`config.mk`:
```
export PLATFORM = sky130hd
export DESIGN_NAME = mem_arbiter
export DESIGN_NICKNAME = d
export VERILOG_FILES = /design/src/rtl/mem_arbiter_pkg.sv /design/src/rtl/mem_rr_arbiter.sv /design/src/rtl/mem_arbiter.sv
export SDC_FILE = /design/constraint.sdc
export NUM_CORES = 1
export LEC_CHECK = 0
export ABC_AREA = 1
export CORE_UTILIZATION = 43
export CTS_BUF_LIST = sky130_fd_sc_hd__clkbuf_8
export DETAILED_ROUTE_END_ITERATION = 6
export HOLD_SLACK_MARGIN = 0.12
export PLACE_DENSITY = 0.82
export SYNTH_ARGS = -nofsm -noshare
export SYNTH_HDL_FRONTEND = slang
export SYNTH_SLANG_ARGS = --single-unit
```
`constraint.sdc`:
```
create_clock -name clk -period 2.2 [get_ports clk]
set_clock_uncertainty 0.15 [all_clocks]
set_input_delay 0.55 -clock clk [delete_from_list [all_inputs] [get_ports clk]]
set_output_delay 0.55 -clock clk [all_outputs]
set_load 0.01 [all_outputs]
```
`src/rtl/mem_arbiter_pkg.sv`:
```
// mem_arbiter_pkg: shared encodings for the memory-port arbiter.
package mem_arbiter_pkg;
  typedef enum logic [1:0] {S_IDLE, S_BUS, S_RESP} state_t;
  typedef enum logic [1:0] {G_NONE = 2'b00, G_IF = 2'b01, G_DR = 2'b10, G_DW = 2'b11} grant_t;
  typedef enum logic {SRC_F = 1'b0, SRC_D = 1'b1} src_t;
  localparam logic [31:0] ALIGN_MASK = 32'h3;
endpackage

```
`src/rtl/mem_rr_arbiter.sv`:
```
// mem_rr_arbiter: 2-way round-robin between fetch and data; on a tie the side not served last wins.
module mem_rr_arbiter
  import mem_arbiter_pkg::*;
(
  input  logic       req_f,
  input  logic       req_d,
  input  src_t       last,
  output logic [1:0] gnt
);
  assign gnt[0] = req_f & (~req_d | (last == SRC_D));
  assign gnt[1] = req_d & (~req_f | (last == SRC_F));
endmodule

```
`src/rtl/mem_arbiter.sv`:
```
// mem_arbiter: shares one memory port between fetch and data-stage read/write channels.
module mem_arbiter
  import mem_arbiter_pkg::*;
#(
  parameter int TIMEOUT = 255
) (
  input  logic        clk,
  input  logic        reset,
  input  logic        if_req,
  input  logic [31:0] if_addr,
  output logic [31:0] if_data,
  output logic        if_ack,
  output logic        if_err,
  input  logic        mem_read_req,
  input  logic [31:0] mem_read_addr,
  output logic [31:0] mem_read_data,
  output logic        mem_read_ack,
  input  logic        mem_write_req,
  input  logic [31:0] mem_write_addr,
  input  logic [31:0] mem_write_data,
  output logic        mem_write_ack,
  output logic        mem_err,
  output logic        bus_req,
  output logic        bus_we,
  output logic [31:0] bus_addr,
  output logic [31:0] bus_wdata,
  input  logic [31:0] bus_rdata,
  input  logic        bus_ack,
  output logic        busy,
  output logic [1:0]  grant
);
  localparam int CW = (TIMEOUT > 0) ? $clog2(TIMEOUT + 1) : 1;
  localparam logic [CW-1:0] CNT_LAST = CW'((TIMEOUT > 0) ? TIMEOUT - 1 : 0);

  state_t state, state_d;
  grant_t owner, owner_d;
  src_t last, last_d;
  logic [1:0] gnt;
  logic [CW-1:0] cnt, cnt_d;
  logic bus_req_d, bus_we_d, pick_w, aligned, to_hit, fin, fin_err;
  logic [31:0] bus_addr_d, bus_wdata_d, pick_addr, fin_data;

  mem_rr_arbiter u_rr (
    .req_f(if_req),
    .req_d(mem_read_req | mem_write_req),
    .last (last),
    .gnt  (gnt)
  );

  // a pending read always beats a pending write inside the data requester
  assign pick_w    = gnt[1] & ~mem_read_req;
  assign pick_addr = gnt[0] ? if_addr : (mem_read_req ? mem_read_addr : mem_write_addr);
  assign aligned   = (pick_addr & ALIGN_MASK) == '0;
  assign to_hit    = (TIMEOUT != 0) && (cnt == CNT_LAST);
  assign grant     = owner;

  always_comb begin
    state_d     = state;
    owner_d     = owner;
    last_d      = last;
    bus_req_d   = bus_req;
    bus_we_d    = bus_we;
    bus_addr_d  = bus_addr;
    bus_wdata_d = bus_wdata;
    cnt_d       = cnt;
    fin         = 1'b0;
    fin_err     = 1'b0;
    fin_data    = '0;
    if (state == S_IDLE) begin
      if (gnt != 2'b00) begin
        owner_d   = gnt[0] ? G_IF : (pick_w ? G_DW : G_DR);
        last_d    = gnt[1] ? SRC_D : SRC_F;
        state_d   = aligned ? S_BUS : S_RESP;
        bus_req_d = aligned;
        fin       = ~aligned;
        fin_err   = ~aligned;
        if (aligned) begin
          bus_we_d    = pick_w;
          bus_addr_d  = pick_addr;
          bus_wdata_d = mem_write_data;
          cnt_d       = '0;
        end
      end
    end else if (state == S_BUS) begin
      // an ack landing on the timeout cycle still counts as success
      if (bus_ack || to_hit) begin
        state_d   = S_RESP;
        bus_req_d = 1'b0;
        fin       = 1'b1;
        fin_err   = ~bus_ack;
        fin_data  = (bus_ack && !bus_we) ? bus_rdata : '0;
      end else begin
        cnt_d = cnt + CW'(1);
      end
    end else begin
      state_d = S_IDLE;
      owner_d = G_NONE;
    end
  end

  always_ff @(posedge clk or negedge reset) begin
    if (!reset) begin
      state         <= S_IDLE;
      owner         <= G_NONE;
      last          <= SRC_F;
      cnt           <= '0;
      bus_req       <= 1'b0;
      bus_we        <= 1'b0;
      bus_addr      <= '0;
      bus_wdata     <= '0;
      busy          <= 1'b0;
      if_ack        <= 1'b0;
      if_err        <= 1'b0;
      if_data       <= '0;
      mem_read_ack  <= 1'b0;
      mem_write_ack <= 1'b0;
      mem_read_data <= '0;
      mem_err       <= 1'b0;
    end else begin
      state         <= state_d;
      owner         <= owner_d;
      last          <= last_d;
      cnt           <= cnt_d;
      bus_req       <= bus_req_d;
      bus_we        <= bus_we_d;
      bus_addr      <= bus_addr_d;
      bus_wdata     <= bus_wdata_d;
      busy          <= state_d != S_IDLE;
      if_ack        <= fin && owner_d == G_IF;
      mem_read_ack  <= fin && owner_d == G_DR;
      mem_write_ack <= fin && owner_d == G_DW;
      if (fin && owner_d == G_IF) begin
        if_data <= fin_data;
        if_err  <= fin_err;
      end
      if (fin && owner_d == G_DR) mem_read_data <= fin_data;
      if (fin && owner_d != G_IF) mem_err <= fin_err;
    end
  end
endmodule

```
Yosys cells after proc, flatten, opt, wreduce, memory -nomap -nowiden
Index checks and enable logic that the tools add are counted. W data, S select, Z words.

$add $sub $neg: 1. Eq/ne operators: 9. Reductions and logical operators: 17. Bitwise gates (word level): 12. Multiplexer cells: 33.

Operators by type and width (count): $mux W32 (6); $mux W8 (5); $logic_not A32 Y1 (1); $mux W2 (9); $mux W1 (13); $add A8 B1 Y8 const B (1); $eq A8 B8 Y1 const B (1); $reduce_bool A2 Y1 (4); $not A1 Y1 (6); $reduce_and A3 Y1 (2); $logic_and A1 B1 Y1 (5); $eq A2 B1 Y1 const B (2); $eq A2 B2 Y1 const B (2); $ne A2 B1 Y1 const B (2); $ne A2 B2 Y1 const B (2); $reduce_and A4 Y1 (1); $and A1 B1 Y1 (3); $or A1 B1 Y1 (3); $logic_not A2 Y1 (1); $reduce_and A2 Y1 (1); $logic_not A1 Y1 (1); $logic_or A1 B1 Y1 (1).

Output and inout port bits: 138. Input bits: 166. Register bits after elaboration: 149.

Depth between registers and ports, before layout
Gate-level depths: netlist (run 1).

Word-level depth: 10. Depth in mapped cells: 12.

By module
A second synthesis (run 1) with hierarchy kept.

Cells, all modules: 858. Area, all modules: 6865.3 µm².

Modules (own cells, without submodules): mem_arbiter (area each 6837.8 µm², cells an instance 854, sequential area each 3728.6 µm², times used 1); mem_rr_arbiter (area each 27.5 µm², cells an instance 4, sequential area each 0.0 µm², times used 1).

Worst setup path after synthesis (run 1)
OpenSTA, ideal clock, no wires.

Path type: input-to-reg. Start point: in mem_read_req. End point: reg bus_addr[10]. Arrival time: 1671 ps. Library setup time: 124 ps. Path slack: 255 ps. Cell stages on the path: 11. Path buffers: 3. Cells stage by stage: buf_2 -> o21ai_2 -> nand2_2 -> nand2_1 -> nand2_1 -> nand2_2 -> inv_2 -> buf_6 -> buf_4 -> o211ai_1 -> nand2_1.

Word-level cells in the longest chain between the ends: 7.

RTL lines: from (decl) (RTL line mem_arbiter.sv:14) `input logic mem_read_req,`; $or A1 B1 Y1 (RTL line mem_arbiter.sv:45) `.req_d(mem_read_req | mem_write_req),`; $not A1 Y1 (RTL line mem_rr_arbiter.sv:10) `assign gnt[0] = req_f & (~req_d | (last == SRC_D));`; $or A1 B1 Y1 (RTL line mem_rr_arbiter.sv:10); $and A1 B1 Y1 (RTL line mem_rr_arbiter.sv:10); $mux W32 (RTL line mem_arbiter.sv:52) `assign pick_addr = gnt[0] ? if_addr : (mem_read_req ? mem_read_addr : mem_write_addr);`; $logic_not A32 Y1 (RTL line mem_arbiter.sv:53) `assign aligned = (pick_addr & ALIGN_MASK) == '0;`; $reduce_and A3 Y1 (no source line); to (signal assigned) (RTL line mem_arbiter.sv:126) `bus_addr <= bus_addr_d;`; to (decl) (RTL line mem_arbiter.sv:25) `output logic [31:0] bus_addr,`.

Parallel ways exist; a longest one is shown, timed or not. A chain may end at the register's enable or synchronous reset.

Worst setup path in the final report (run 1)
Start point: reg if_data[31]. End point: out if_data[31].

RTL lines: from (decl) (RTL line mem_arbiter.sv:11) `output logic [31:0] if_data,`; from (signal assigned) (RTL line mem_arbiter.sv:133) `if_data <= fin_data;`.

No word-level cell between the ends.

==> flow_summary.rst, run 1 <==
.. list-table::
   :header-rows: 1

   * - Metric
     - Value
   * - Clock Root Buffer
     - sky130_fd_sc_hd__clkbuf_8
   * - Arrival @ worst endpoint
     - 1430 ps
   * - Clock tree from TritonCTS
     - done
   * - Reg-to-reg critical path startpoint
     - state[1]$_DFF_PN0_
   * - Count of maximum capacitance violations
     - 0
   * - Final-report max-slew violation count
     - 0
   * - Final hold violation count
     - 0
   * - First DRT Iteration DRCs
     - 524
   * - Count of standard-cell rows
     - between 40 and 50
   * - Clk Latency, worst-skew pair
     - 450 ps
   * - Net count of the mapped netlist
     - 1039
   * - Ratio of final minimum period to clock period
     - around 97%
   * - Via count of the first global-routing pass
     - 6786
   * - Vias/cell
     - between 4 and 5
   * - Area of all placed cells without fillers
     - ~11000 sq um
   * - WL per Instance
     - 15.4 microns
   * - Number of synthesized register bits
     - 149
   * - Initial cell density of the core
     - 44.6%
   * - NumNets Final
     - approximately 1300
   * - Achievable frequency
     - 470 MHz
   * - Worst reg2reg path endpoint
     - if_data[8]$_DFFE_PN0P_
   * - Metal3 WL
     - 1900 microns
   * - Placed Cells
     - between 1000 and 1500
   * - TritonCTS Buffers
     - 17
   * - Least-Margin Pin Slew
     - between 400 and 500 ps
   * - Fin cells
     - between 1000 and 1500
   * - Min cycle time layout
     - 2130 ps
   * - Clock Tree Buf Depth
     - 2
   * - Critical path startpoint category
     - flop
   * - Core Area
     - roughly 15000 sq um
   * - Boundary Pins
     - 304
   * - HPWL after DPL
     - 15900 microns
   * - P per Cell Area
     - ~1100 nW/um^2
   * - Area of placed instances
     - 10400 sq um
   * - Synth area leader
     - sky130_fd_sc_hd__dfrtp_1
   * - Static leakage power
     - 5.29 nW
   * - Total standard cell area after synthesis
     - 6850 sq um
   * - Cell-by-cell listing of the critical path
     - clkdlybuf4s50_1
   * - Topmost layer with routed signal wires
     - met4
   * - Number of gates on the worst path with buffers counted
     - 1
   * - Post-synthesis simple-gate area fraction
     - 35.6%
   * - First-pass GRT wire length
     - 34700 microns
   * - Crit path max fanout
     - 2
   * - Total power
     - between 10 and 15 mW
   * - Pin count of the biggest net entering global routing
     - 46
   * - Number of clock sinks seen by CTS
     - approximately 150
   * - Count of warnings emitted by yosys
     - 0
   * - Cell count of the worst reg-to-reg path
     - 9
   * - Synthesized area divided by synthesized cell count
     - 7.86 sq um
   * - Post-CTS Setup Bufs
     - 0
   * - Synth Area in Compound Gates
     - between 4 and 5%
   * - Summed negative setup slack over all endpoints
     - 0 ps
   * - Crit Path Class
     - reg2out
   * - Antenna violations before repair
     - 0
   * - Largest incremental delay on the critical path
     - approximately 570 ps
   * - Area growth syn-to-layout
     - 57.1%
   * - Register area share after synthesis
     - 54.4%
   * - Total routing resource utilization after global routing
     - 27.5%
   * - Top cells by area, synth
     - sky130_fd_sc_hd__dfrtp_1 (54%), sky130_fd_sc_hd__nand2_1 (23%), sky130_fd_sc_hd__nand3_1 (8.3%)
   * - Post-synthesis mux area share
     - 0%
   * - Dominant combinational cell family by area after synthesis
     - simple AND/OR/NAND/NOR gates
   * - Post-Syn Instances
     - about 870
   * - Routability cong.
     - between 0.8 and 0.9
   * - Final setup violation count
     - 0
   * - Count of buffers inserted at the top-level ports
     - ~300
   * - CP bufs+invs
     - 1
   * - Synth cell types
     - 23
   * - Area fraction of the dominant cell type after synthesis
     - 54.4%
   * - Status
     - finished, final reports clean
   * - Worst slew slack as a fraction of its limit
     - 70.7%
   * - Startpoint of the worst hold path
     - if_data[12]$_DFFE_PN0P_
   * - Minimum hold slack
     - 323 ps
   * - Synth Area in Adders
     - 0.365%
   * - Die width
     - between 100 and 150 microns
   * - Total iterations of the first detailed-routing run
     - 4
   * - Full die area
     - approximately 16000 sq um
   * - Share of final-layout standard cells stronger than drive strength 1
     - about 7%
   * - DRC Markers
     - 0
   * - Reg2reg setup slack
     - 220 ps
   * - Die height
     - 128 microns
   * - Final Routed Wirelength
     - ~22000 microns
   * - H-Tree Level Count
     - 4
   * - Max rail drop VDD
     - 0.775 mV
   * - Largest delay share family, worst path
     - buffers and inverters
   * - Slowest-stage cell, CP
     - sky130_fd_sc_hd__clkdlybuf4s50_1
   * - Post-synthesis share of cell area spent on xor and xnor gates
     - 0.384%
   * - Number of inserted diodes
     - 0
   * - Aggregate global routing overflow
     - 0
   * - Detailed-routed wire length on met2
     - 10700 microns
   * - Cell depth of the worst hold path
     - 2
   * - Clock transition at path regs
     - 80 ps
   * - Via count of the routed design
     - 6979
   * - Hold crit path type
     - reg2reg
   * - Antenna Nets Post-Route
     - 0
   * - Worst Setup End Kind
     - output pin
   * - Hold-critical path endpoint
     - if_data[12]$_DFFE_PN0P_
   * - Detailed-routing wirelength on met1
     - 8440 microns
   * - Endpoint required time on the critical path
     - 1500 ps
==> power breakdown <==
group	internal, mW	total, mW	switching, mW
combinational	2.54	5.15	2.61
clock	0.926	2.06	1.14
sequential	3.61	4.17	0.559
total	7.07	11.4	4.30
==> synth_stat cells <==
cell and count:
sky130_fd_sc_hd__nand2_2 5, sky130_fd_sc_hd__clkbuf_1 23, sky130_fd_sc_hd__inv_2 4, sky130_fd_sc_hd__nor2_2 1, sky130_fd_sc_hd__buf_4 4, sky130_fd_sc_hd__or2_2 1
sky130_fd_sc_hd__nor2_1 50, sky130_fd_sc_hd__o21ai_0 8, sky130_fd_sc_hd__nor3_1 1, sky130_fd_sc_hd__inv_1 19, sky130_fd_sc_hd__buf_2 24, sky130_fd_sc_hd__nand3_1 113
sky130_fd_sc_hd__a21oi_2 1, sky130_fd_sc_hd__nor2_4 2, sky130_fd_sc_hd__nand2_1 426, sky130_fd_sc_hd__buf_6 2, sky130_fd_sc_hd__dfrtp_1 149, sky130_fd_sc_hd__ha_1 2
sky130_fd_sc_hd__xor2_1 3, sky130_fd_sc_hd__o211ai_1 30, sky130_fd_sc_hd__nand4_1 1, sky130_fd_sc_hd__o21ai_2 1, sky130_fd_sc_hd__nand3_2 1
==> flip-flops by register name, summed over array words and instances, names as in the netlist, 2 cells and up <==
register	flops
cnt	8
bus_addr	32
mem_read_data	32
bus_wdata	32
grant	2
state	2
if_data	32
==> logic make-up after synthesis <==
family                   Yosys count
AO/OA/AOI/OAI                     40
buffers and inverters             76
adder cells (fa/ha/maj)            2
XOR/XNOR                           3
AND/OR/NAND/NOR                  601
flip-flops                       149
==> cell type report <==
class / count / area (sq um)
Sequential cell: 149 / 3730
Multi-Input combinational cell: 646 / 2780
Clock inverter: 15 / 148
Clock buffer: 17 / 234
Fill cell: 1214 / 4610
Inverter: 23 / 86.3
Tap cell: 211 / 264
Timing Repair Buffer: 341 / 3520
==> stage by stage <==
stage          worst slack [ps]  utilization, %
2_1_floorplan               255               -
3_3_place_gp               -328            67.4
3_5_place_dp               -339            67.4
4_1_cts                    5.44            69.9
5_1_grt                   -1.48            70.0
6_report                   70.9            70.0
==> worst max-delay path by stage <==
stage / from / slack (ps) / endpoint
global route: mem_read_req / -1 / mem_err$_DFFE_PN0P_
global placement: mem_read_req / -330 / bus_wdata[24]$_DFFE_PN0P_
detailed placement: mem_read_req / -340 / mem_read_data[19]$_DFFE_PN0P_
CTS: bus_wdata[25]$_DFFE_PN0P_ / 5 / bus_wdata[25]
finish: if_data[31]$_DFFE_PN0P_ / 70 / if_data[31]
floorplan: mem_read_req / 250 / bus_addr[10]$_DFFE_PN0P_
==> routing by layer <==
layer,track usage [%],vias to the layer above
met5,0,-
met4,11.6,0
met3,8.89,40
met2,45.6,325
met1,32.8,3238
li1,-,3376
==> layout by cell type (no fill, tap or decap), types with 2 or more instances in the layout <==
cell type / n
sky130_fd_sc_hd__buf_12: 15
sky130_fd_sc_hd__buf_4: 20
sky130_fd_sc_hd__buf_6: 3
sky130_fd_sc_hd__clkbuf_8: 17
sky130_fd_sc_hd__clkdlybuf4s50_1: 301
sky130_fd_sc_hd__clkinv_4: 2
sky130_fd_sc_hd__clkinvlp_4: 3
sky130_fd_sc_hd__dfrtp_1: 149
sky130_fd_sc_hd__ha_1: 2
sky130_fd_sc_hd__inv_1: 20
sky130_fd_sc_hd__inv_2: 4
sky130_fd_sc_hd__inv_6: 4
sky130_fd_sc_hd__inv_8: 3
sky130_fd_sc_hd__nand2_1: 426
sky130_fd_sc_hd__nand2_2: 4
sky130_fd_sc_hd__nand3_1: 113
sky130_fd_sc_hd__nor2_1: 50
sky130_fd_sc_hd__nor2_4: 2
sky130_fd_sc_hd__o211ai_1: 30
sky130_fd_sc_hd__o21ai_0: 8
sky130_fd_sc_hd__xor2_1: 3
==> timing repair <==
item                       CTS  global route
resized for setup            0             4
setup endpoints to repair    0             9
hold endpoints to repair    40             0
hold buffers                 1             0
Power figures use the tool's default switching activity.
==> run 2: changes to the inputs <==
--- a/config.mk
+++ b/config.mk
@@ -11,6 +11,7 @@
 export DETAILED_ROUTE_END_ITERATION = 6
 export HOLD_SLACK_MARGIN = 0.12
 export PLACE_DENSITY = 0.82
+export REMOVE_ABC_BUFFERS = 1
 export SYNTH_ARGS = -nofsm -noshare
 export SYNTH_HDL_FRONTEND = slang
 export SYNTH_SLANG_ARGS = --single-unit
==> run 2 against run 1 <==
  * Combinational power rose by 2%
  * Clock-buffer cell count is 1 higher
  * Routed wire length is 6.6% higher
  * Cell count up 0.57%
  * Non-clock buffer count grew 7
  * First-iteration DRC count increased by 2.9%
  * Sequential share of layout area decreased by 0.42 points
==> flow_summary.rst, run 2 (synthesis gave the netlist of run 1 again) <==
.. list-table::
   :header-rows: 1

   * - Metric
     - Value
   * - Status
     - finished, final reports clean (unchanged)
   * - CP bufs+invs
     - 1 (unchanged)
   * - Arrival @ worst endpoint
     - 1440 ps (was 1430 ps)
   * - Least-Margin Pin Slew
     - 384 ps (was 439 ps)
   * - Cell-by-cell listing of the critical path
     - clkdlybuf4s50_1 (unchanged)
   * - Largest incremental delay on the critical path
     - 620 ps (was 570 ps)
   * - Crit path max fanout
     - 2 (unchanged)
   * - Critical path startpoint category
     - flop (unchanged)
   * - Endpoint required time on the critical path
     - 1500 ps (about the same)
   * - Area of all placed cells without fillers
     - 10900 sq um (was 10800 sq um)
   * - Initial cell density of the core
     - 44.6% (unchanged)
   * - Routability cong.
     - 0.841 (was 0.863)
   * - Commonest cells after routing, fill and taps aside
     - sky130_fd_sc_hd__nand2_1 (426), sky130_fd_sc_hd__clkdlybuf4s50_1 (302), sky130_fd_sc_hd__dfrtp_1 (149) (was sky130_fd_sc_hd__nand2_1 (426), sky130_fd_sc_hd__clkdlybuf4s50_1 (301), sky130_fd_sc_hd__dfrtp_1 (149))
   * - Final setup violation count
     - 0 (unchanged)
   * - Core Area
     - 15400 sq um (unchanged)
   * - Final worst slack
     - 64.5 ps (was 70.9 ps)
   * - Boundary Pins
     - 304 (unchanged)
   * - DRC Markers
     - 0 (unchanged)
   * - Hold crit path type
     - reg2reg (unchanged)
   * - Fin cells
     - 1410 (was 1402)
   * - Final Util
     - 70.9% (was 70.0%)
   * - Clk Latency, worst-skew pair
     - 440 ps (was 450 ps)
   * - HPWL after DPL
     - 16500 microns (was 15900 microns)
   * - Ratio of final minimum period to clock period
     - 97.1% (was 96.8%)
   * - Aggregate global routing overflow
     - 0 (unchanged)
   * - Worst Setup End Kind
     - output pin (unchanged)
   * - WL per Instance
     - 16.4 microns (was 15.4 microns)
   * - Pin count of the biggest net entering global routing
     - 70 (was 46)
   * - Clock Root Buffer
     - sky130_fd_sc_hd__clkbuf_8 (unchanged)
   * - Die width
     - 128 microns (unchanged)
   * - Summed negative setup slack over all endpoints
     - 0 ps (unchanged)
   * - Die height
     - 128 microns (unchanged)
   * - Final-report max-slew violation count
     - 0 (unchanged)
   * - Final hold violation count
     - 0 (unchanged)
   * - Area growth syn-to-layout
     - 59.1% (was 57.1%)
   * - Worst setup timing slack at the placement stage
     - -325 ps (was -339 ps)
   * - Full die area
     - 16400 sq um (unchanged)
   * - Placed Cells
     - 1375 (was 1369)
   * - NumNets Final
     - 1353 (was 1346)
   * - Reg2reg setup slack
     - 300 ps (was 220 ps)
   * - Vias/cell
     - 5.01 (was 4.98)
   * - H-Tree Level Count
     - 4 (unchanged)
   * - Total power
     - 11.9 mW (was 11.4 mW)
   * - Antenna violations before repair
     - 1 (was 0)
   * - First DRT Iteration DRCs
     - 539 (was 524)
   * - Achievable frequency
     - 468 MHz (was 470 MHz)
   * - Number of clock sinks seen by CTS
     - 149 (unchanged)
   * - Final Routed Wirelength
     - 23100 microns (was 21700 microns)
   * - Slowest-stage cell, CP
     - sky130_fd_sc_hd__clkdlybuf4s50_1 (unchanged)
   * - Count of buffers inserted at the top-level ports
     - 303 (unchanged)
   * - Clock tree from TritonCTS
     - done (unchanged)
   * - Antenna Nets Post-Route
     - 0 (unchanged)
   * - Number of gates on the worst path with buffers counted
     - 1 (unchanged)
   * - Minimum hold slack
     - 325 ps (was 323 ps)
   * - First-pass GRT wire length
     - 35200 microns (was 34700 microns)
   * - Via count of the routed design
     - 7066 (was 6979)
   * - Worst slew slack as a fraction of its limit
     - 74.4% (was 70.7%)
   * - Share of final-layout standard cells stronger than drive strength 1
     - 7.85% (was 7.14%)
   * - P per Cell Area
     - 1090 nW/um^2 (was 1060 nW/um^2)
   * - Cell count of the worst reg-to-reg path
     - 10 (was 9)
   * - Area of placed instances
     - 10400 sq um (about the same)
   * - Clock Tree Buf Depth
     - 2 (unchanged)
   * - Max rail drop VDD
     - 0.771 mV (was 0.775 mV)
   * - Via count of the first global-routing pass
     - 6820 (was 6786)
   * - Cell depth of the worst hold path
     - 2 (unchanged)
   * - Most common library cell in the layout ignoring fill and taps
     - sky130_fd_sc_hd__nand2_1 (unchanged)
   * - Post-CTS Setup Bufs
     - 0 (unchanged)
   * - Count of maximum capacitance violations
     - 0 (unchanged)
   * - Clock transition at path regs
     - 80 ps (about the same)
   * - Count of standard-cell rows
     - 45 (unchanged)
   * - Total routing resource utilization after global routing
     - 28.2% (was 27.5%)
   * - Total iterations of the first detailed-routing run
     - 5 (was 4)
   * - TritonCTS Buffers
     - 17 (unchanged)
   * - Min cycle time layout
     - 2140 ps (was 2130 ps)
   * - Crit Path Class
     - reg2out (unchanged)
   * - Largest delay share family, worst path
     - buffers and inverters (unchanged)
   * - Static leakage power
     - 5.35 nW (was 5.29 nW)
run 2: changes by cell type in the layout (fill, tap and decap cells not counted), sizes merged:
cell and change:
buf +6, inv -5, bufinv +4, clkbuf +2, clkdlybuf4s50 +1, clkinv +1
clkinvlp -1, diode +1, dlymetal6s2s -1
run 2: power by group:
| part | switching [mW] | internal (mW) | leakage, nW |
|---|---|---|---|
| Sequential | 0.564 | 3.61 | 1.97 |
| Combinational | 2.67 | 2.58 | 3.15 |
| Clock | 1.10 | 1.39 | 0.230 |
| Total | 4.34 | 7.59 | 5.35 |
run 2: layout make-up:
type | count | area (sq um)
well taps | 211 | 264
repair buffers | 348 | 3560
clock inverters | 14 | 223
fillers | 1213 | 4480
inverters | 23 | 86.3
clock buffers | 18 | 248
flip-flops and latches | 149 | 3730
diodes | 1 | 2.50
multi-input cells | 646 | 2780
run 2: what timing repair did:
item / in CTS / in global routing
hold buffers: 1 / 0
setup endpoints to repair: 0 / 32
endpoints found under the hold margin: 35 / 0
gates resized for setup: 0 / 3
run 2: metal layers:
layer	vias to the layer above	routed length, microns	GRT usage (%)	part of all wire, %
met1	3317	8830	32.6	38
met4	0	606	11.5	2.6
met3	41	2000	8.06	8.7
met2	318	11600	49.2	50
met5	-	0	0	0
li1	3390	-	-	-
run 2: path summary, 6_finish.rpt:
check                                               from                             to
max in group asynchronous                          reset        if_data[31]$_DFFE_PN0P_
min in group asynchronous                          reset         if_data[0]$_DFFE_PN0P_
setup / recovery                 if_data[30]$_DFFE_PN0P_                    if_data[30]
hold / removal             mem_read_data[19]$_DFFE_PN0P_  mem_read_data[19]$_DFFE_PN0P_
hold reg to reg            mem_read_data[19]$_DFFE_PN0P_  mem_read_data[19]$_DFFE_PN0P_
setup reg to reg                      state[1]$_DFF_PN0_        if_data[17]$_DFFE_PN0P_
